File: src/rtl/wrap_seq_pkg.sv
// -----------------------------------------------------------------------------
// wrap_seq_pkg
// Shared definitions for the channel A wrap (loopback) test engine: FSM state
// encoding, the wrapped-line mask, the frontend-enable bit position, vector
// counts for both builds and the expected-loopback function.
// Optional feature macro used by the users of this package:
//   WRAP_SEQ_WALKING_ZERO_EN - adds the walking-zero vectors (indices 20..38).
// -----------------------------------------------------------------------------
package wrap_seq_pkg;

  typedef enum logic [2:0] {
    ST_IDLE,
    ST_ENABLE,
    ST_DRIVE,
    ST_SETTLE,
    ST_CHECK,
    ST_DONE
  } wrap_state_t;

  // Lines physically looped back by the wrap cable (bits 19:1).
  localparam logic [31:0] WRAP_MASK = 32'h000F_FFFE;

  localparam int FE_ENABLE_BIT = 31;

  // Walking-one covers indices 1..19; walking-zero adds 19 more.
  localparam int VEC_COUNT_BASE      = 20;
  localparam int VEC_COUNT_WALK_ZERO = 39;

  // The cable maps bits 19:1 straight through; everything else must read 0.
  function automatic logic [31:0] expected_wrap(input logic [31:0] driven);
    return driven & WRAP_MASK;
  endfunction

endpackage

File: src/rtl/wrap_seq_pattern.sv
// -----------------------------------------------------------------------------
// wrap_seq_pattern
// Combinational index-to-pattern generator for the wrap test vector set.
//   index 0       : all zeros
//   index 1..19   : walking one, only bit <index> set
//   index 20..38  : walking zero over bits 19:1, bit (index-19) cleared
//                   (only when WRAP_SEQ_WALKING_ZERO_EN is defined)
// The frontend-enable bit is not part of the pattern; the caller adds it.
// Ports:
//   index   in  6  vector index
//   pattern out 32 data pattern (bit 0 and bits 31:20 always 0)
// Macro: WRAP_SEQ_WALKING_ZERO_EN enables the walking-zero generator.
// -----------------------------------------------------------------------------
module wrap_seq_pattern (
  input  logic [5:0]  index,
  output logic [31:0] pattern
);
  import wrap_seq_pkg::*;

  // Out-of-range indices yield all zeros so the generator is total.
  always_comb begin
    pattern = '0;
    if (index == '0) begin
      pattern = '0;
    end else if (index <= 6'd19) begin
      pattern = 32'd1 << index;
    end
`ifdef WRAP_SEQ_WALKING_ZERO_EN
    else if (index <= 6'd38) begin
      pattern = WRAP_MASK & ~(32'd1 << (index - 6'd19));
    end
`endif
  end

endmodule

File: src/rtl/wrap_sequencer.sv
// -----------------------------------------------------------------------------
// wrap_sequencer
// Autonomous wrap test engine for parallel channel A. Drives a fixed vector set
// onto test_driver, waits SETTLE_CYCLES, compares test_receiver against the
// wrap-cable mapping and accumulates pass/fail, error count and the first
// failing vector.
// Parameter:
//   SETTLE_CYCLES  clocks between applying a vector and sampling (4..255)
// Ports:
//   clk                  in  1   clock
//   reset_n              in  1   async active-low reset
//   start                in  1   level-sensed run request (IDLE / DONE only)
//   test_driver          out 32  bit31 frontend enable, 19:1 wrapped lines
//   test_receiver        in  32  looped-back word from the wrapper
//   busy                 out 1   run in progress
//   done                 out 1   run finished, results valid
//   pass                 out 1   done with zero errors
//   error_count          out 8   failing vectors, saturating at 255
//   first_fail_index     out 6   index of first failing vector
//   first_fail_observed  out 32  test_receiver at first failure
// Macro: WRAP_SEQ_WALKING_ZERO_EN adds walking-zero vectors (39 instead of 20).
// -----------------------------------------------------------------------------
module wrap_sequencer #(
  parameter int SETTLE_CYCLES = 16
) (
  input  logic        clk,
  input  logic        reset_n,
  input  logic        start,
  output logic [31:0] test_driver,
  input  logic [31:0] test_receiver,
  output logic        busy,
  output logic        done,
  output logic        pass,
  output logic [7:0]  error_count,
  output logic [5:0]  first_fail_index,
  output logic [31:0] first_fail_observed
);
  import wrap_seq_pkg::*;

`ifdef WRAP_SEQ_WALKING_ZERO_EN
  localparam logic [5:0] LAST_INDEX = 6'(VEC_COUNT_WALK_ZERO - 1);
`else
  localparam logic [5:0] LAST_INDEX = 6'(VEC_COUNT_BASE - 1);
`endif
  localparam logic [7:0]  SETTLE_LAST = 8'(SETTLE_CYCLES - 1);
  localparam logic [31:0] FE_WORD     = 32'd1 << FE_ENABLE_BIT;

  wrap_state_t state, next_state;
  logic [7:0]  settle_cnt;
  logic [5:0]  index;
  logic [31:0] pattern;
  logic        accept_start;
  logic        mismatch;

  wrap_seq_pattern u_pattern (
    .index   (index),
    .pattern (pattern)
  );

  assign accept_start = start && ((state == ST_IDLE) || (state == ST_DONE));
  assign mismatch     = (state == ST_CHECK) && (test_receiver != expected_wrap(pattern));

  // State register.
  always_ff @(posedge clk or negedge reset_n) begin
    if (!reset_n) state <= ST_IDLE;
    else          state <= next_state;
  end

  // Next-state logic. ENABLE and SETTLE share one settle counter that restarts
  // on every state change, so both last exactly SETTLE_CYCLES clocks.
  always_comb begin
    next_state = state;
    case (state)
      ST_IDLE:   if (start) next_state = ST_ENABLE;
      ST_ENABLE: if (settle_cnt == SETTLE_LAST) next_state = ST_DRIVE;
      ST_DRIVE:  next_state = ST_SETTLE;
      ST_SETTLE: if (settle_cnt == SETTLE_LAST) next_state = ST_CHECK;
      ST_CHECK:  next_state = (index == LAST_INDEX) ? ST_DONE : ST_DRIVE;
      ST_DONE:   if (start) next_state = ST_ENABLE;
      default:   next_state = ST_IDLE;
    endcase
  end

  // Settle counter: zero on entry to any state, saturates to avoid wrap in
  // the long-lived IDLE/DONE states.
  always_ff @(posedge clk or negedge reset_n) begin
    if (!reset_n)                 settle_cnt <= '0;
    else if (state != next_state) settle_cnt <= '0;
    else if (settle_cnt != 8'hFF) settle_cnt <= settle_cnt + 8'd1;
  end

  // Vector index advances as each CHECK hands over to the next DRIVE.
  always_ff @(posedge clk or negedge reset_n) begin
    if (!reset_n)                                     index <= '0;
    else if (accept_start)                            index <= '0;
    else if (state == ST_CHECK && index != LAST_INDEX) index <= index + 6'd1;
  end

  // Result accumulation. error_count never returns to zero within a run, so
  // it doubles as the "first failure already captured" flag.
  always_ff @(posedge clk or negedge reset_n) begin
    if (!reset_n) begin
      error_count         <= '0;
      first_fail_index    <= '0;
      first_fail_observed <= '0;
    end else if (accept_start) begin
      error_count         <= '0;
      first_fail_index    <= '0;
      first_fail_observed <= '0;
    end else if (mismatch) begin
      if (error_count != 8'hFF) error_count <= error_count + 8'd1;
      if (error_count == 8'd0) begin
        first_fail_index    <= index;
        first_fail_observed <= test_receiver;
      end
    end
  end

  // Driver word is decoded from the state register, so an async reset drops
  // the frontend enable in the same cycle.
  always_comb begin
    test_driver = '0;
    case (state)
      ST_ENABLE:                    test_driver = FE_WORD;
      ST_DRIVE, ST_SETTLE, ST_CHECK: test_driver = FE_WORD | pattern;
      default:                      test_driver = '0;
    endcase
  end

  assign busy = (state == ST_ENABLE) || (state == ST_DRIVE) ||
                (state == ST_SETTLE) || (state == ST_CHECK);
  assign done = (state == ST_DONE);
  assign pass = done && (error_count == 8'd0);

endmodule
File: config.mk
export PLATFORM = sky130hd
export DESIGN_NAME = wrap_sequencer
export DESIGN_NICKNAME = d
export VERILOG_FILES = /design/src/rtl/wrap_seq_pkg.sv /design/src/rtl/wrap_seq_pattern.sv /design/src/rtl/wrap_sequencer.sv
export SDC_FILE = /design/constraint.sdc
export NUM_CORES = 1
export LEC_CHECK = 0
export ABC_AREA = 0
export BUFFER_PORTS_ARGS = -buffer_cell sky130_fd_sc_hd__buf_2
export CAP_MARGIN = 10
export CORE_MARGIN = 4
export CORE_UTILIZATION = 55
export DETAILED_ROUTE_END_ITERATION = 6
export GPL_TIMING_DRIVEN = 0
export HOLD_SLACK_MARGIN = 0.15
export PLACE_DENSITY_LB_ADDON = 0.2
export SETUP_SLACK_MARGIN = 0.15
export SYNTH_ARGS = -nofsm -noshare
export SYNTH_HDL_FRONTEND = slang
export SYNTH_HIERARCHICAL = 1
export SYNTH_SLANG_ARGS = --single-unit
File: constraint.sdc
create_clock -name clk -period 6.4 [get_ports clk]
set_clock_uncertainty 0.15 [all_clocks]
set_input_delay 0.96 -clock clk [delete_from_list [all_inputs] [get_ports clk]]
set_output_delay 0.96 -clock clk [all_outputs]
set_load 0.02 [all_outputs]
# [Yosys cells after proc, flatten, opt, wreduce, memory -nomap -nowiden]
# Index checks and enable logic that the tools add are counted.
[op_classes] add_sub_neg=3 n_lt_le_gt_ge=1 eq_ne=12 n_shift=1 mux=21 reduce_logical=20
[op_table] op="$mux 32" n=3
[op_table] op="$pmux 32 s2" n=1
[op_table] op="$mux 31" n=2
[op_table] op="$mux 8" n=5
[op_table] op="$ne 32x20->1" n=1
[op_table] op="$shl 1x6->31 const A" n=1
[op_table] op="$mux 6" n=5
[op_table] op="$add 8x1->8 const B" n=2
[op_table] op="$ne 8x8->1 const B" n=2
[op_table] op="$pmux 3 s5" n=1
[op_table] op="$mux 3" n=4
[op_table] op="$reduce_bool 2->1" n=5
[op_table] op="$eq 8x4->1 const B" n=1
[op_table] op="$logic_not 8->1" n=1
[op_table] op="$add 6x1->6 const B" n=1
[op_table] op="$eq 3x2->1 const B" n=2
[op_table] op="$eq 3x3->1 const B" n=2
[op_table] op="$eq 6x5->1 const B" n=1
[op_table] op="$le 6x5->1 const B" n=1
[op_table] op="$logic_not 6->1" n=1
[op_table] op="$ne 6x5->1 const B" n=1
[op_table] op="$logic_and 1x1->1" n=4
[op_table] op="$logic_or 1x1->1" n=4
[op_table] op="$reduce_and 2->1" n=2
[op_table] op="5 further kinds" n=5
[totals] ff_bits=63 inputBits=35 word_cells=64

# [Longest topological paths before layout]
# Gate-level depths: netlist of the first run.
[depth] depth_word=7 mapped_depth=11

# [By module]
# The synthesis of the first run kept the hierarchy.
[by_module_without_submodules] mod="wrap_sequencer" instances=1 cells_each=386 area_per_inst_um2=3380.7 seq_area_each_um2=1576.5
[by_module_without_submodules] mod="wrap_seq_pattern" instances=1 cells_each=47 area_per_inst_um2=290.3 seq_area_each_um2=0.0

# [Worst setup path before layout of the first run]
# Ideal clock, no wire load.
[synth_timing] path_type="reg-to-reg" from="reg index[1]" to="reg error_count[0]" t_arrival_ns=2.485 path_slack_ns=3.684 stages_incl_launch_ff=11 period_less_slack_ns=2.716 path_cell_list="dfrtp_1 -> buf_6 -> or4b_4 -> nor2_1 -> xnor2_1 -> nand3_1 -> nor4_1 -> and2_1 -> buf_2 -> nand2b_1 -> mux2i_1"
[synth_between] elab_chain_len=7
[synth_lines] element="from (decl)" line_no="wrap_sequencer.sv:50" source="logic [5:0] index;"
[synth_lines] element="from (signal assigned)" line_no="wrap_sequencer.sv:96" source="else if (state == ST_CHECK && index != LAST_INDEX) index <= index + 6'd1;"
[synth_lines] element="$le 6x5->1 or $shl 1x6->31 (tied branches)" line_no="wrap_seq_pattern.sv:25, wrap_seq_pattern.sv:26"
[synth_lines] element="$mux 31" line_no="wrap_seq_pattern.sv:25" source="end else if (index <= 6'd19) begin"
[synth_lines] element="$mux 31 *" line_no="wrap_seq_pattern.sv:23" source="if (index == '0) begin"
[synth_lines] element="via pattern[1]" line_no="wrap_sequencer.sv:51" source="logic [31:0] pattern;"
[synth_lines] element="$ne 32x20->1 *" line_no="wrap_sequencer.sv:61" source="assign mismatch = (state == ST_CHECK) && (test_receiver != expected_wrap(pattern));"
[synth_lines] element="$logic_and 1x1->1 *" line_no="wrap_sequencer.sv:61"
[synth_lines] element="$reduce_bool 2->1 (no line) *"
[synth_lines] element="$reduce_and 2->1 (no line) *"
[synth_lines] element="to (signal assigned)" line_no="wrap_sequencer.sv:111" source="if (error_count != 8'hFF) error_count <= error_count + 8'd1;"
[synth_lines] element="to (decl)" line_no="wrap_sequencer.sv:34" source="output logic [7:0] error_count,"
# The timed path passes the listed nets; every way through them passes the cells marked *.
# A chain may end at the register's enable or synchronous reset.

# [Final worst setup path of the first run]
[layout_timing] from="reg index[2]" to="reg error_count[1]"
# The elaborated chain is that of the path after synthesis.

==> results of run 1 <==
[worst max path at each step]
stage | cells after the start | start | to
floorplan | 10 | index[1]$_DFFE_PN0P_ | error_count[0]$_DFFE_PN0P_
global placement | 10 | index[4]$_DFFE_PN0P_ | error_count[0]$_DFFE_PN0P_
detailed placement | 10 | index[4]$_DFFE_PN0P_ | error_count[1]$_DFFE_PN0P_
CTS | 10 | index[4]$_DFFE_PN0P_ | error_count[1]$_DFFE_PN0P_
global route | 10 | index[4]$_DFFE_PN0P_ | error_count[1]$_DFFE_PN0P_
finish | 10 | index[2]$_DFFE_PN0P_ | error_count[1]$_DFFE_PN0P_
[area by class of cell]
| class | instances | area [sq um] |
|---|---|---|
| plain buffers | 37 | 238 |
| clock buffers | 10 | 138 |
| clock inverters | 5 | 33.8 |
| fillers | 556 | 1880 |
| inverters | 6 | 22.5 |
| multi-input cells | 337 | 1870 |
| flip-flops and latches | 63 | 1580 |
| well taps | 77 | 96.3 |
| repair buffers | 105 | 571 |
[power by group]
part,internal (mW),leakage (nW),switching [mW],total [mW]
registers,0.408,0.745,0.00504,0.413
logic,0.0328,1.41,0.0492,0.0820
clock network,0.149,0.0845,0.162,0.311
total,0.590,2.24,0.216,0.806
[registers in the layout, summed over array words and instances (netlist names)]
name / flops
first_fail_observed: 32
settle_cnt: 8
state: 3
error_count: 8
index: 6
first_fail_index: 6
[layout by cell type (no fill, tap or decap), types with 4 or more instances in the layout]
cell type / n
a21oi_1: 6
and3_1: 9
buf_2: 107
buf_4: 12
buf_6: 6
clkbuf_1: 12
clkbuf_8: 10
conb_1: 12
dfrtp_1: 63
ha_1: 4
inv_1: 6
mux2i_1: 5
nand2_1: 90
nand2b_1: 5
nand3_1: 11
nand4_1: 10
nor2_1: 32
nor2b_1: 33
nor3_1: 9
nor4_1: 6
o21ai_0: 39
o21ai_1: 6
xnor2_1: 23
xor2_1: 6
[stage by stage]
step	hold WS (ns)	setup WS, ns	total power [mW]	util (%)	instance area (sq um)
2_1_floorplan	0.335	3.68	0.461	-	3700
3_3_place_gp	0.354	3.22	0.497	67.2	4320
3_5_place_dp	0.355	3.14	0.503	68.1	4370
4_1_cts	0.366	3.10	0.811	70.7	4540
5_1_grt	0.393	2.84	0.843	70.7	4540
6_report	0.366	3.08	0.806	70.7	4540
[critical path, delay by kind of cell (launching register included)]
| family | cells | cell delay, ns |
|---|---|---|
| muxes | 1 | 0.21 |
| and+or+nand+nor | 6 | 1.83 |
| xor gates and xnor gates | 1 | 0.18 |
| DFF | 1 | 0.48 |
| buffers and inverters | 2 | 0.39 |
[layer usage]
metal / vias up / track usage [%] / routed length, microns
met1: 1649 / 30.4 / 3980
met5: - / 0 / 0
met2: 126 / 40.3 / 4590
li1: 1675 / - / -
met4: 0 / 9.61 / 166
met3: 16 / 5.29 / 702
==> metrics.txt, run 1 <==
Final Cycle Share 51.9%; vias in the first global route 3,335; crit start category flop; setup TNS 0 ns; # setup viols final 0; Worst EP required 6.52 ns; mapped cell area 3660 sq um; postcts setup bufs 0; port buffer count 103; DR pass1 iterations 5; gr usage total 24.1%; DRC 0; DP Cell Count 625; wire per inst 14.7 microns; CTS tree built; largest net degree at the start of global routing 25; Hold Path Sink first_fail_observed[12]$_DFFE_PN0P_; Hold Path Depth 2; Finished Layout Cells 640; CTS Buf Count 9; routability cong. 0.873; GR Overflow Total 0; # H-tree levels 3; critical path cell sequence or2_2, clkbuf_1, nor4_1, xnor2_1, nand4_1, nor4_1, and2_1, buf_2, nand2b_1, mux2i_1; clock root buffer clkbuf_8; worst min path class flop to flop; leakage dissipation 2.24 nW; synthesized area per cell 8.48 sq um; Synth warnings 6; Num Clock Sinks 63; post-CTS resize count 0; Max stage delay cell, worst path nor4_1; critical path type flop to flop; max-cap violations 0; Routed WL 9.44 mm; Ant. Diodes 0; critical path peak fanout 10; CP most frequent cell nor4_1; outcome complete, no violations; Clock Path Buffers 2; chip width 89.6 microns; share of layout cells above drive strength 1 27.0%; reg2reg setup slack 3.08 ns; worst endpoint data arrival time 3.44 ns; via count 3,466; unrepaired setup endpoints after global routing false; CP endpoint kind flop; Power Density 177 nW/um^2; FMAX 301 MHz; maximum VDD drop 0.000132 V; worst r2r dst error_count[1]$_DFFE_PN0P_; first-pass GRT wire length 15.1 mm; Least-Margin Pin Slew 0.576 ns; clock slew at reported path FFs 0.08 ns; Die Span Y 89.6 microns; Initial Utilization 57.0%; reg2reg start index[2]$_DFFE_PN0P_; routed vias/inst 5.42; largest stage delay on the critical path 0.54 ns; antenna violations before repair 0; Relative slew margins 61.3%; hold violation count in the final report 0; Post-DRT Antenna Nets 0; minimum clock period after layout 3.32 ns; Hold Buf Count CTS 0; core area 6420 sq um; die area 8030 sq um; Slew Limit Fails 0; Post-Syn Instances 432; hold_sp first_fail_observed[12]$_DFFE_PN0P_; clk_lat worst skew 0.35 ns; I/O Pins 116; row count 29; layout net count 598; hpwl dp 7.12 mm; FF-to-FF path depth 10; Starting DRT DRC Count 321; P&R area growth vs syn 24.0%
(Power assumes the default switching activity.)
==> inputs of run 2 (changes only) <==
--- a/config.mk
+++ b/config.mk
@@ -9,7 +9,7 @@
 export BUFFER_PORTS_ARGS = -buffer_cell sky130_fd_sc_hd__buf_2
 export CAP_MARGIN = 10
 export CORE_MARGIN = 4
-export CORE_UTILIZATION = 55
+export CORE_UTILIZATION = 47
 export DETAILED_ROUTE_END_ITERATION = 6
 export GPL_TIMING_DRIVEN = 0
 export HOLD_SLACK_MARGIN = 0.15
==> constraint.sdc (replaced) <==
create_clock -name clk -period 2.7 [get_ports clk]
set_clock_uncertainty 0.15 [all_clocks]
set_input_delay 0.405 -clock clk [delete_from_list [all_inputs] [get_ports clk]]
set_output_delay 0.405 -clock clk [all_outputs]
set_load 0.02 [all_outputs]
==> metrics.txt, run 2 (same netlist as run 1, synthesis figures left out) <==
hold_sp test_receiver[17] (was first_fail_observed[12]$_DFFE_PN0P_); antenna violations before repair 0 (unchanged); maximum VDD drop 0.000247 V (was 0.000132 V); chip width 96.3 microns (was 89.6 microns); Hold Path Depth 3 (was 2); worst r2r dst first_fail_observed[10]$_DFFE_PN0P_ (was error_count[1]$_DFFE_PN0P_); Hold Path Sink first_fail_observed[17]$_DFFE_PN0P_ (was first_fail_observed[12]$_DFFE_PN0P_); hold violation count in the final report 0 (unchanged); violated checks negative setup slack; critical path type flop to flop (unchanged); worst endpoint data arrival time 2.84 ns (was 3.44 ns); Finished Layout Cells 690 (was 640); Routed WL 10.4 mm (was 9.44 mm); gr usage total 22.2% (was 24.1%); worst min path class input port to flop (was flop to flop); row count 31 (was 29); P&R area growth vs syn 42.9% (was 24.0%); max-cap violations 0 (unchanged); Least-Margin Pin Slew 0.807 ns (was 0.576 ns); DP Cell Count 645 (was 625); reg2reg start index[1]$_DFFE_PN0P_ (was index[2]$_DFFE_PN0P_); via count 3,554 (was 3,466); clock slew at reported path FFs 0.07 ns (was 0.08 ns); DR pass1 iterations 4 (was 5); leakage dissipation 2.58 nW (was 2.24 nW); critical path peak fanout 8 (was 10); Post-DRT Antenna Nets 0 (unchanged); GR Overflow Total 0 (unchanged); Worst EP required 2.78 ns (was 6.52 ns); vias in the first global route 3,359 (was 3,335); Slew Limit Fails 0 (unchanged); Largest regs first_fail_observed (32), error_count (8), settle_cnt (8) (unchanged); CTS tree built (unchanged); hpwl dp 7.10 mm (was 7.12 mm); utilization after layout 70.7% (about the same); Die Span Y 96.3 microns (was 89.6 microns); Final Worst Setup Slack -0.0673 ns (was 3.08 ns); CTS Buf Count 9 (unchanged); wire per inst 15.0 microns (was 14.7 microns); # H-tree levels 3 (unchanged); crit start category flop (unchanged); Biggest register first_fail_observed (unchanged); Starting DRT DRC Count 206 (was 321); share of layout cells above drive strength 1 42.3% (was 27.0%); Final Cycle Share 102% (was 51.9%); core area 7410 sq um (was 6420 sq um); minimum clock period after layout 2.77 ns (was 3.32 ns); Ant. Diodes 0 (unchanged); Num Clock Sinks 63 (unchanged); layout net count 626 (was 598); outcome complete, but fails checks (was complete, no violations); Power Density 364 nW/um^2 (was 177 nW/um^2); # setup viols final 44 (was 0); largest net degree at the start of global routing 64 (was 25); clock root buffer clkbuf_8 (unchanged); first-pass GRT wire length 16.0 mm (was 15.1 mm); number of fill cells in the layout 579 (was 556); port buffer count 103 (unchanged); unrepaired setup endpoints after global routing true (was false); max reg flops 32 (unchanged); most frequent cells in the layout buf_2, dfrtp_1, nand2_1, nor2b_1, buf_4 (was buf_2, nand2_1, dfrtp_1, o21ai_0, nor2b_1); clk_lat worst skew 0.34 ns (was 0.35 ns); die area 9270 sq um (was 8030 sq um); Relative slew margins 46.2% (was 61.3%); reg2reg setup slack -0.07 ns (was 3.08 ns); FMAX 361 MHz (was 301 MHz); CP endpoint kind flop (unchanged); commonest non-fill, non-tap cell in the layout buf_2 (unchanged); DRC 0 (unchanged); routed vias/inst 5.15 (was 5.42); routability cong. 0.870 (was 0.873); I/O Pins 116 (unchanged); Clock Path Buffers 2 (unchanged); FF-to-FF path depth 12 (was 10); Initial Utilization 49.5% (was 57.0%)
[run 2: worst max-delay path by stage]
stage	start	to	slack (ns)	depth (start not counted)
2_1_floorplan	index[0]$_DFFE_PN0P_	error_count[0]$_DFFE_PN0P_	0.17	9
3_3_place_gp	index[4]$_DFFE_PN0P_	error_count[2]$_DFFE_PN0P_	-0.32	10
3_5_place_dp	index[4]$_DFFE_PN0P_	error_count[1]$_DFFE_PN0P_	-0.41	10
4_1_cts	index[1]$_DFFE_PN0P_	error_count[1]$_DFFE_PN0P_	-0.06	11
5_1_grt	index[1]$_DFFE_PN0P_	error_count[1]$_DFFE_PN0P_	-0.18	11
6_report	index[1]$_DFFE_PN0P_	first_fail_observed[10]$_DFFE_PN0P_	-0.07	12
[run 2: layout make-up]
class / count / area [sq um] / share of cell area [%]
sequential: 63 / 1580 / 30.2
multi-input combinational: 337 / 2220 / 42.4
timing repair buffer: 135 / 855 / 16.3
buffer: 35 / 269 / 5.14
inverter: 6 / 22.5 / 0.430
clock buffer: 10 / 128 / 2.44
clock inverter: 5 / 36.3 / 0.693
tap: 99 / 124 / 2.37
[run 2: critical path, cell delays in order (launching register included)]
cell	delay (ns)
dfrtp_1	0.40
buf_6	0.13
or4b_4	0.58
buf_6	0.15
nor2_4	0.12
xnor2_1	0.13
nand4_1	0.15
nor4_4	0.25
a21oi_2	0.14
buf_6	0.19
buf_8	0.15
nand2_2	0.07
o21ai_2	0.05
[run 2: what timing repair did]
item,4_1_cts,5_1_grt
hold endpoints to repair,74,0
pin swaps,40,6
setup endpoints to repair,65,63
setup buffers,13,1
gates cloned,6,0
gates resized for setup,95,51
hold buffers,12,0
[run 2: layer usage]
layer	share of wire [%]	routed length, microns	track usage, %	up-vias
met5	0	0	0	-
met1	43	4500	28.8	1700
met3	5.4	564	3.28	19
met2	49	5090	36.6	96
met4	2.0	202	9.95	0
li1	-	-	-	1739
[run 2: stage by stage]
step / hold WS, ns / power (mW) / setup TNS, ns / instance area [sq um] / worst slack (ns)
after floorplan: -0.0406 / 1.09 / 0 / 3760 / 0.169
after global placement: 0.356 / 1.18 / -12.26 / 4400 / -0.319
after detailed placement: 0.366 / 1.18 / -15.19 / 4400 / -0.408
after CTS: 0.151 / 1.91 / -0.602 / 5050 / -0.0584
after global routing: 0.158 / 1.98 / -6.03 / 5240 / -0.176
final: 0.156 / 1.91 / -1.71 / 5240 / -0.0673
[run 2: report_power, final]
part,internal (mW),switching (mW)
sequential,0.968,0.0130
combinational,0.0862,0.129
clock,0.327,0.384
